### src/rtl/serial_link_pkg.sv
// Shared definitions for the 4-bit UART-style serial link (receiver and transmitter).
package serial_link_pkg;

  localparam int unsigned FRAME_DATA_BITS = 4;

  localparam logic START_LEVEL = 1'b0;
  localparam logic STOP_LEVEL  = 1'b1;
  localparam logic IDLE_LEVEL  = 1'b1;

  typedef logic [FRAME_DATA_BITS-1:0] frame_data_t;

  typedef enum logic [2:0] {
    IDLE      = 3'd0,
    START     = 3'd1,
    DATA      = 3'd2,
    STOP      = 3'd3,
    WAIT_IDLE = 3'd4
  } link_state_e;

endpackage

### src/rtl/sync_ff.sv
// Multi-stage flop synchronizer for an asynchronous single-bit input.
module sync_ff #(
  parameter int unsigned STAGES    = 2,
  parameter logic        RESET_VAL = 1'b1
) (
  input  logic i_clk,
  input  logic i_rst_n,
  input  logic i_d,
  output logic o_q
);

  logic [STAGES-1:0] r_sync;

  always_ff @(posedge i_clk or negedge i_rst_n) begin
    if (!i_rst_n) begin
      r_sync <= {STAGES{RESET_VAL}};
    end else begin
      r_sync <= {r_sync[STAGES-2:0], i_d};
    end
  end

  assign o_q = r_sync[STAGES-1];

endmodule

### src/rtl/serial_frame_receiver.sv
// Receives start/4-data/stop frames on SIN, samples mid-bit, and presents the
// nibble on held parallel outputs with single-cycle VALID / FRAME_ERR strobes.
module serial_frame_receiver
  import serial_link_pkg::*;
#(
  parameter int unsigned CLKS_PER_BIT = 16,
  parameter int unsigned SYNC_STAGES  = 2
) (
  input  logic CLK,
  input  logic RST_N,
  input  logic SIN,
  output logic OUT1,
  output logic OUT2,
  output logic OUT3,
  output logic OUT4,
  output logic VALID,
  output logic FRAME_ERR,
  output logic BUSY
);

  localparam int unsigned CNT_W = $clog2(CLKS_PER_BIT);
  localparam int unsigned HALF  = CLKS_PER_BIT / 2;
  localparam int unsigned IDX_W = $clog2(FRAME_DATA_BITS);

  localparam logic [CNT_W-1:0] CNT_LAST = CNT_W'(CLKS_PER_BIT - 1);
  localparam logic [CNT_W-1:0] CNT_MID  = CNT_W'(HALF - 1);
  localparam logic [IDX_W-1:0] IDX_LAST = IDX_W'(FRAME_DATA_BITS - 1);

  link_state_e       r_state, w_state_nxt;
  logic [CNT_W-1:0]  r_cnt, w_cnt_nxt;
  logic [IDX_W-1:0]  r_idx, w_idx_nxt;
  frame_data_t       r_shift, w_shift_nxt;
  frame_data_t       r_data, w_data_nxt;
  logic              r_valid, w_valid_nxt;
  logic              r_ferr, w_ferr_nxt;
  logic              r_busy;
  logic              w_s_in;
  logic              w_bit_end;

  sync_ff #(
    .STAGES    (SYNC_STAGES),
    .RESET_VAL (IDLE_LEVEL)
  ) u_sync (
    .i_clk   (CLK),
    .i_rst_n (RST_N),
    .i_d     (SIN),
    .o_q     (w_s_in)
  );

  assign w_bit_end = (r_cnt == CNT_LAST);

  // State and datapath registers; reset aborts any frame in flight.
  always_ff @(posedge CLK or negedge RST_N) begin
    if (!RST_N) begin
      r_state <= IDLE;
      r_cnt   <= '0;
      r_idx   <= '0;
      r_shift <= '0;
      r_data  <= '0;
      r_valid <= 1'b0;
      r_ferr  <= 1'b0;
      r_busy  <= 1'b0;
    end else begin
      r_state <= w_state_nxt;
      r_cnt   <= w_cnt_nxt;
      r_idx   <= w_idx_nxt;
      r_shift <= w_shift_nxt;
      r_data  <= w_data_nxt;
      r_valid <= w_valid_nxt;
      r_ferr  <= w_ferr_nxt;
      r_busy  <= (w_state_nxt != IDLE);
    end
  end

  // Next-state, bit timing and capture logic.
  always_comb begin
    w_state_nxt = r_state;
    w_cnt_nxt   = r_cnt;
    w_idx_nxt   = r_idx;
    w_shift_nxt = r_shift;
    w_data_nxt  = r_data;
    w_valid_nxt = 1'b0;
    w_ferr_nxt  = 1'b0;

    case (r_state)
      IDLE: begin
        if (w_s_in == START_LEVEL) begin
          w_state_nxt = START;
          w_cnt_nxt   = '0;
        end
      end

      START: begin
        if (r_cnt == CNT_MID) begin
          w_cnt_nxt = '0;
          if (w_s_in == START_LEVEL) begin
            w_state_nxt = DATA;
            w_idx_nxt   = '0;
          end else begin
            w_state_nxt = IDLE;
          end
        end else begin
          w_cnt_nxt = r_cnt + CNT_W'(1);
        end
      end

      DATA: begin
        if (w_bit_end) begin
          w_shift_nxt[r_idx] = w_s_in;
          w_cnt_nxt          = '0;
          w_idx_nxt          = r_idx + IDX_W'(1);
          if (r_idx == IDX_LAST) begin
            w_state_nxt = STOP;
          end
        end else begin
          w_cnt_nxt = r_cnt + CNT_W'(1);
        end
      end

      STOP: begin
        if (w_bit_end) begin
          w_cnt_nxt = '0;
          if (w_s_in == STOP_LEVEL) begin
            w_data_nxt  = r_shift;
            w_valid_nxt = 1'b1;
            w_state_nxt = IDLE;
          end else begin
            w_ferr_nxt  = 1'b1;
            w_state_nxt = WAIT_IDLE;
          end
        end else begin
          w_cnt_nxt = r_cnt + CNT_W'(1);
        end
      end

      // A held-low break must release before another start bit is accepted.
      WAIT_IDLE: begin
        if (w_s_in == IDLE_LEVEL) begin
          w_state_nxt = IDLE;
        end
      end

      default: begin
        w_state_nxt = IDLE;
        w_cnt_nxt   = '0;
        w_idx_nxt   = '0;
      end
    endcase
  end

  assign OUT1      = r_data[0];
  assign OUT2      = r_data[1];
  assign OUT3      = r_data[2];
  assign OUT4      = r_data[3];
  assign VALID     = r_valid;
  assign FRAME_ERR = r_ferr;
  assign BUSY      = r_busy;

endmodule

### config.mk
export PLATFORM = sky130hd
export DESIGN_NAME = serial_frame_receiver
export DESIGN_NICKNAME = d
export VERILOG_FILES = /design/src/rtl/serial_link_pkg.sv /design/src/rtl/sync_ff.sv /design/src/rtl/serial_frame_receiver.sv
export SDC_FILE = /design/constraint.sdc
export NUM_CORES = 1
export LEC_CHECK = 0
export BUFFER_PORTS_ARGS = -buffer_cell sky130_fd_sc_hd__buf_2
export CORE_ASPECT_RATIO = 1.1
export CORE_MARGIN = 2
export CORE_UTILIZATION = 61
export DETAILED_ROUTE_END_ITERATION = 8
export HOLD_SLACK_MARGIN = 0.12
export PLACE_DENSITY_LB_ADDON = 0.2
export SLEW_MARGIN = 20
export SYNTH_ARGS = -nofsm -noshare
export SYNTH_HDL_FRONTEND = slang
export SYNTH_SLANG_ARGS = --single-unit
### constraint.sdc
create_clock -name CLK -period 2.9 [get_ports CLK]
set_input_delay 0.58 -clock CLK [delete_from_list [all_inputs] [get_ports CLK]]
set_output_delay 0.58 -clock CLK [all_outputs]
set_load 0.02 [all_outputs]
After elaboration in Yosys (flattened, before gate mapping). Index checks and enable logic that the tools add are counted.

Bits in registers: 22. Output and inout port bits: 7. Logic and storage cells: 61.

Add/subtract/negate cells: 2. Order comparisons: 2. Equality and inequality tests: 11. Multiplexer cells: 26. Bitwise gates (word level): 2. Reductions and logical operators: 9.

Operators with widths (number): $mux W3 (7); $pmux W4 S4 (1); $pmux W3 S5 (1); $mux W4 (3); $mux W2 (4); $ne A2 B2 Y1 const B (4); $mux W1 (7); $eq A3 B2 Y1 const B (2); $pmux W2 S3 (1); $add A4 B1 Y4 const B (1); $bwmux W4 (1); $eq A4 B3 Y1 const B (1); $eq A4 B4 Y1 const B (1); $reduce_and A2 Y1 (2); $reduce_and A4 Y1 (1); $eq A3 B1 Y1 const B (1); $eq A3 B3 Y1 const B (1); $logic_not A3 Y1 (1); $lt A2 B3 Y1 const B (1); $reduce_and A3 Y1 (1); $reduce_bool A3 Y1 (1); $reduce_or A3 Y1 (1); $add A2 B1 Y2 const B (1); $demux W1 S2 (1); other kinds (5) (6).

Logic depth before layout (Yosys ltp). Gate-level depths: netlist (run 1).

Depth after elaboration: 5. Mapped depth: 6.

Cells and area by module. Synthesis (run 1) repeated with hierarchy kept, for this count alone.

Cell total of the unflattened synthesis: 90. Area, all modules: 1043.5 sq um.

Modules (own cells, without submodules): serial_frame_receiver (times used 1, cells each 88, area each 991.0 sq um, seq. area each 500.5 sq um); sync_ff (times used 1, cells each 2, area each 52.6 sq um, seq. area each 52.6 sq um).

Least setup slack after synthesis (run 1). No wires, ideal clock.

Path kind: register to register. From: reg r_cnt[0]. To: reg r_data[0]. Library setup time: 0.125 ns. Arrival time: 1.486 ns. Slack: 1.289 ns. Stages on the path, launching flop included: 7. Path through: dfrtp_1 > ha_1 > and2_4 > nand4_2 > or2_1 > buf_6 > mux2_4.

Word-level cells in the longest chain between the ends: 2.

Ends and longest elaborated chain: start: declaration (line serial_frame_receiver.sv:30) `logic [CNT_W-1:0] r_cnt, w_cnt_nxt;`; start signal: assignment (line serial_frame_receiver.sv:65) `r_cnt <= w_cnt_nxt;`; $eq A4 B4 Y1 (line serial_frame_receiver.sv:50) `assign w_bit_end = (r_cnt == CNT_LAST);`; $reduce_and A3 Y1 (no source line); end signal: assignment (line serial_frame_receiver.sv:68) `r_data <= w_data_nxt;`; end: declaration (line serial_frame_receiver.sv:33) `frame_data_t r_data, w_data_nxt;`.

No other way between the ends. A chain may end at the register's enable or synchronous reset.

Worst setup path in the final report (run 1).
From: reg r_cnt[0]. To: reg r_data[3].

The elaborated chain is that of the path after synthesis.

==> results.toml, run 1 <==
[sta]
drv_slew = 0
relSlewSlack_pct = 68.70
fin_skew_ns = 0.008771
rsz0062_at_grt = "no"
worstMarginPinSlew_ns = 0.4695
setup_tns_ns = 0
hold_viol_final = 0
fmax_mhz = 573.1
min_period_ns = 1.745
hold_ws_ns = 0.1998
post-route-period-util_pct = 60.17
finalSetupViolCount = 0

[clock_tree]
hold_buffers = 0
cts.sinks = 22
cts_made_buffers = 3
cts_resized = 0
cts_buffer_depth = 2
h-tree-depth = 1
cts_setup_buffers = 0
cts-root-buf = "clkbuf_4"
clk_latency_ns = 0.31
path_clk_slew_ns = 0.12
cts_tree = "built"

[setup_path]
cp_max_fo = 5
crit_path_end_kind = "flop"
startpoint_type = "flop"
cp_cell_sequence = "ha_1, and2_4, nand4_2, or2_1, mux2_4"
path_class = "flop to flop"
path_buf_inv = 0
worstPathArrival_ns = 1.95
worstPathRequired_ns = 3.10
reg2reg_slack_ns = 1.16
cp_slowest_cell = "dfrtp_1"
cp_top_family = "simple AND/OR/NAND/NOR gates"
cp_slowest_stage_delay_ns = 0.40

[synthesis]
syn_inst = 93
synth_area_um2 = 1090
synth_area_per_cell_um2 = 11.72
yosys.area.top_type = "dfrtp_1"
synth_nets = 101
yosys_warnings = 0
synthTopCellsByCount = "20 x dfrtp_1, 9 x nand2_1, 5 x ha_1, 5 x inv_1, 5 x nor2_1"
ys_seq_elements = 22
ys_async_sr_fraction_pct = 100.0
synth.distinct_cells = 37
yosys.area.top_type_share_pct = 45.92
yosysSeqAreaShare_pct = 50.75
synth_edf_count = 0
synth.area.top_cells = "dfrtp_1 46%, ha_1 5.7%, mux2_4 5.5%"
synth.most_common_cell = "dfrtp_1"
synth_top_flop_cell = "dfrtp_1"

[routing]
vias = 724
drtIter0Drc = 10
viasPerCell = 6.084
detail-route-antenna-nets = 0
wl_per_cell_um = 15.26
drtPass1Iterations = 4
drc = 0
wl_mm = 1.816

[cells_and_area]
n_antenna_cell = 0
final.fill_count = 123
num-nets-final = 110
layout-drive-gt1-share_pct = 23.76
area_growth_pct = 5.167
postLayoutCoreUtil_pct = 66.57

[placed_design]
dp_hpwl_mm = 1.304
io_buffers = 9
gp_congestion = 0.8371

[die]
core-area_um2 = 1722
io_pins = 10
die_x_um = 44.30
initial_core_util_pct = 63.30
dieHeight_um = 48.33
dieArea_um2 = 2141
fp-row-count = 16

[status]
status = "complete, no violations"

[global_route]
antenna_found_initial = 0
grt_use_total_pct = 19.53
overflow = 0
grt_max_degree = 23
grt_first_pass_wirelength_mm = 3.056
grt_pass1_vias = 715

[power_and_ir_drop]
power.density_nw_per_um2 = 830.0
p_leak_nw = 0.5850
vdd_drop_max_mv = 0.5501

[min_path]
hold_path_class = "input pin to asynchronous set/reset pin"

[run]
maxCapViolations = 0
power breakdown:
| group | switching [W] | internal (W) |
|---|---|---|
| Combinational | 0.000169 | 0.000162 |
| Clock | 0.0000918 | 0.0000538 |
| Sequential | 0.000101 | 0.000373 |
area by class of cell:
| cell class | count | area (um2) | share of cell area, % |
|---|---|---|---|
| flip-flops and latches | 22 | 553.0 | 48.25 |
| well taps | 18 | 22.52 | 1.965 |
| clock buffers | 4 | 26.28 | 2.293 |
| repair buffers | 9 | 45.04 | 3.930 |
| inverters | 5 | 18.77 | 1.638 |
| multi-input cells | 61 | 480.5 | 41.92 |
path summary, 6_finish.rpt:
check                                 start                to  cells after the start
max                                r_cnt[0]         r_data[3]                      5
min                                   RST_N        r_shift[2]                      1
max reg2reg                        r_cnt[0]         r_data[3]                      5
min reg2reg                u_sync.r_sync[0]  u_sync.r_sync[1]                      0
max in group asynchronous             RST_N  u_sync.r_sync[0]                      1
min in group CLK                        SIN  u_sync.r_sync[0]                      1
logic make-up (layout without fill, tap and decap cells):
group                    after synthesis  in the layout  share of synthesized area [%]
AND/OR/NAND/NOR                       29             29                          14.58
multiplexers                           9              9                          10.56
XOR/XNOR                               2              2                          1.608
flip-flops                            22             22                          50.75
buffers and inverters                 10             18                          5.166
adder cells (fa/ha/maj)                5              5                          5.741
AO/OA/AOI/OAI                         16             16                          11.60
routing by layer:
| metal | wire (um) | GRT usage [%] | vias to the layer above |
|---|---|---|---|
| met4 | 42 | 9.091 | 0 |
| met5 | 0 | 0 | - |
| met1 | 765 | 22.14 | 359 |
| li1 | - | - | 338 |
| met2 | 933 | 34.31 | 22 |
| met3 | 74 | 3.358 | 5 |
layout by cell type, fill, tap and decap left out, types with 2 or more instances in the layout:
cell type and count:
buf_2 9, nor2_1 5, mux2_4 4, dfrtp_1 20
xor2_1 2, a22o_1 2, ha_1 5, mux2_1 4
nand2b_1 2, nor3_1 2, clkbuf_4 3, a21oi_1 2
dfstp_2 2, nand2_1 9, nand3_1 2, inv_1 5
a211oi_1 2
metrics by stage:
| step | setup WS [ns] | cells | area, um2 | total power [W] |
|---|---|---|---|---|
| floorplan | 1.289 | 93 | 1090 | 0.0007463 |
| global placement | 1.195 | 115 | 1120 | 0.0007904 |
| detailed placement | 1.163 | 115 | 1120 | 0.0008042 |
| CTS | 1.150 | 119 | 1146 | 0.0009484 |
| global route | 1.079 | 119 | 1146 | 0.001011 |
| finish | 1.155 | 119 | 1146 | 0.0009512 |
sequential cells by signal (all words and copies together) (netlist names):
name,count
r_data,4
r_cnt,4
BUSY,1
FRAME_ERR,1
r_state,3
u_sync.r_sync,2
r_idx,2
VALID,1
r_shift,4
Power figures use the tool's default switching activity.
==> run 2: changes to the inputs <==
- CORE_UTILIZATION: 61 -> 56
- clock period: 2.9 -> 1.7 ns (I/O delays scaled with it)
==> results.toml, run 2 (synthesis results as in run 1) <==
[status]
status = "complete, no violations"

[setup_path]
worstPathArrival_ns = 1.82
cp_cell_sequence = "ha_2, and2_4, nand4_2, or2_4, mux2_4"
path_class = "flop to flop"
path_buf_inv = 0
startpoint_type = "flop"
cp_slowest_cell = "dfrtp_1"
cp_slowest_stage_delay_ns = 0.40
cp_top_family = "simple AND/OR/NAND/NOR gates"
crit_path_end_kind = "flop"
cp_max_fo = 5
worstPathRequired_ns = 1.90

[clock_tree]
path_clk_slew_ns = 0.12
cts-root-buf = "clkbuf_4"
cts.sinks = 22
cts_tree = "built"
h-tree-depth = 1
cts_made_buffers = 3
clk_latency_ns = 0.31
cts_buffer_depth = 2

[sta]
fmax_mhz = 616.2
fin_skew_ns = 0.005432
hold_ws_ns = 0.3635
hold_viol_final = 0
finalSetupViolCount = 0
rsz0062_at_grt = "no"
min_period_ns = 1.623
worstMarginPinSlew_ns = 0.4742
drv_slew = 0
relSlewSlack_pct = 68.39
post-route-period-util_pct = 95.45
setup_tns_ns = 0

[min_path]
hold_path_class = "flop to flop"

[cells_and_area]
fin_cells = 125
final_cell_mix = "20 x dfrtp_1, 9 x nand2_1, 9 x buf_2"
largestRegisters = "r_cnt x4, r_data x4, r_shift x4"
final_common_cell = "dfrtp_1"
num-nets-final = 116
n_antenna_cell = 0
layout-drive-gt1-share_pct = 29.91
area_growth_pct = 13.66

[global_route]
grt_use_total_pct = 17.55
grt_first_pass_wirelength_mm = 2.925
grt_pass1_vias = 701
overflow = 0
antenna_found_initial = 0
grt_max_degree = 23

[power_and_ir_drop]
p_leak_nw = 0.6293
vdd_drop_max_mv = 1.083
power_switching_w = 0.0006361
power.density_nw_per_um2 = 1486
pwr-share-comb_pct = 35.4
clkPwrFrac_pct = 21.4
p_sw_share_pct = 34.56
seqPwrFrac_pct = 43.2
p_int_w = 0.001204

[die]
dieArea_um2 = 2315
initial_core_util_pct = 60.49
io_pins = 10
die_x_um = 46.06
dieHeight_um = 50.27
core-area_um2 = 1802
fp-row-count = 16

[routing]
drtPass1Iterations = 3
drtIter0Drc = 9
drc = 0
vias = 698
detail-route-antenna-nets = 0
viasPerCell = 5.584
wl_per_cell_um = 14.42
wl_mm = 1.803

[run]
maxCapViolations = 0

[placed_design]
dp.cells = 118
dp_hpwl_mm = 1.294
io_buffers = 9
gp_congestion = 0.8223
==> run 2: final timing paths <==
| check | slack (ns) | startpoint | endpoint | depth (start not counted) |
|---|---|---|---|---|
| max | 0.08 | r_cnt[0] | r_data[0] | 5 |
| min | 0.36 | u_sync.r_sync[0] | u_sync.r_sync[1] | 0 |
| max reg2reg | 0.08 | r_cnt[0] | r_data[0] | 5 |
| min reg2reg | 0.36 | u_sync.r_sync[0] | u_sync.r_sync[1] | 0 |
| max in group asynchronous | 0.84 | RST_N | u_sync.r_sync[0] | 2 |
| min in group asynchronous | 0.52 | RST_N | VALID | 2 |
==> run 2: stage by stage <==
stage                     total power [W]  instance area (um2)  setup WS (ns)  utilization (%)
final                            0.001840                 1239        0.07728            68.75
after detailed placement         0.001407                 1142        0.02267            63.40
after global routing             0.001961                 1239       0.008896            68.75
after floorplan                  0.001273                 1090        0.08906                -
after CTS                        0.001807                 1215        0.01000            67.43
after global placement           0.001393                 1142        0.05068            63.40
==> run 2: final cells by class <==
| class | count | area [um2] |
|---|---|---|
| inverters | 5 | 18.77 |
| clock buffers | 3 | 22.52 |
| well taps | 18 | 22.52 |
| fillers | 132 | 563.0 |
| clock inverters | 1 | 30.03 |
| flip-flops and latches | 22 | 553.0 |
| repair buffers | 15 | 95.09 |
| multi-input cells | 61 | 496.7 |
==> run 2: timing repair <==
action                     in CTS  in global routing
hold endpoints to repair       21                  0
setup endpoints to repair       0                  5
resized for setup               0                  4
buffers inserted                0                  1
hold buffers                    2                  0
==> run 2: power by group through the flow <==
stage	sequential, W	combinational (W)	clock (W)
after global placement	0.000790	0.000603	0
final	0.000795	0.000652	0.000393
after global routing	0.000821	0.000719	0.000420
after floorplan	0.000738	0.000535	0
after CTS	0.000786	0.000619	0.000403
after detailed placement	0.000795	0.000612	0
==> run 2: per-layer routing <==
| metal | global-route usage [%] | up-vias | wire length, um |
|---|---|---|---|
| met5 | 0 | - | 0 |
| met4 | 9.048 | 0 | 53 |
| met3 | 3.237 | 6 | 44 |
| met2 | 28.70 | 14 | 896 |
| met1 | 21.16 | 325 | 809 |
| li1 | - | 353 | - |
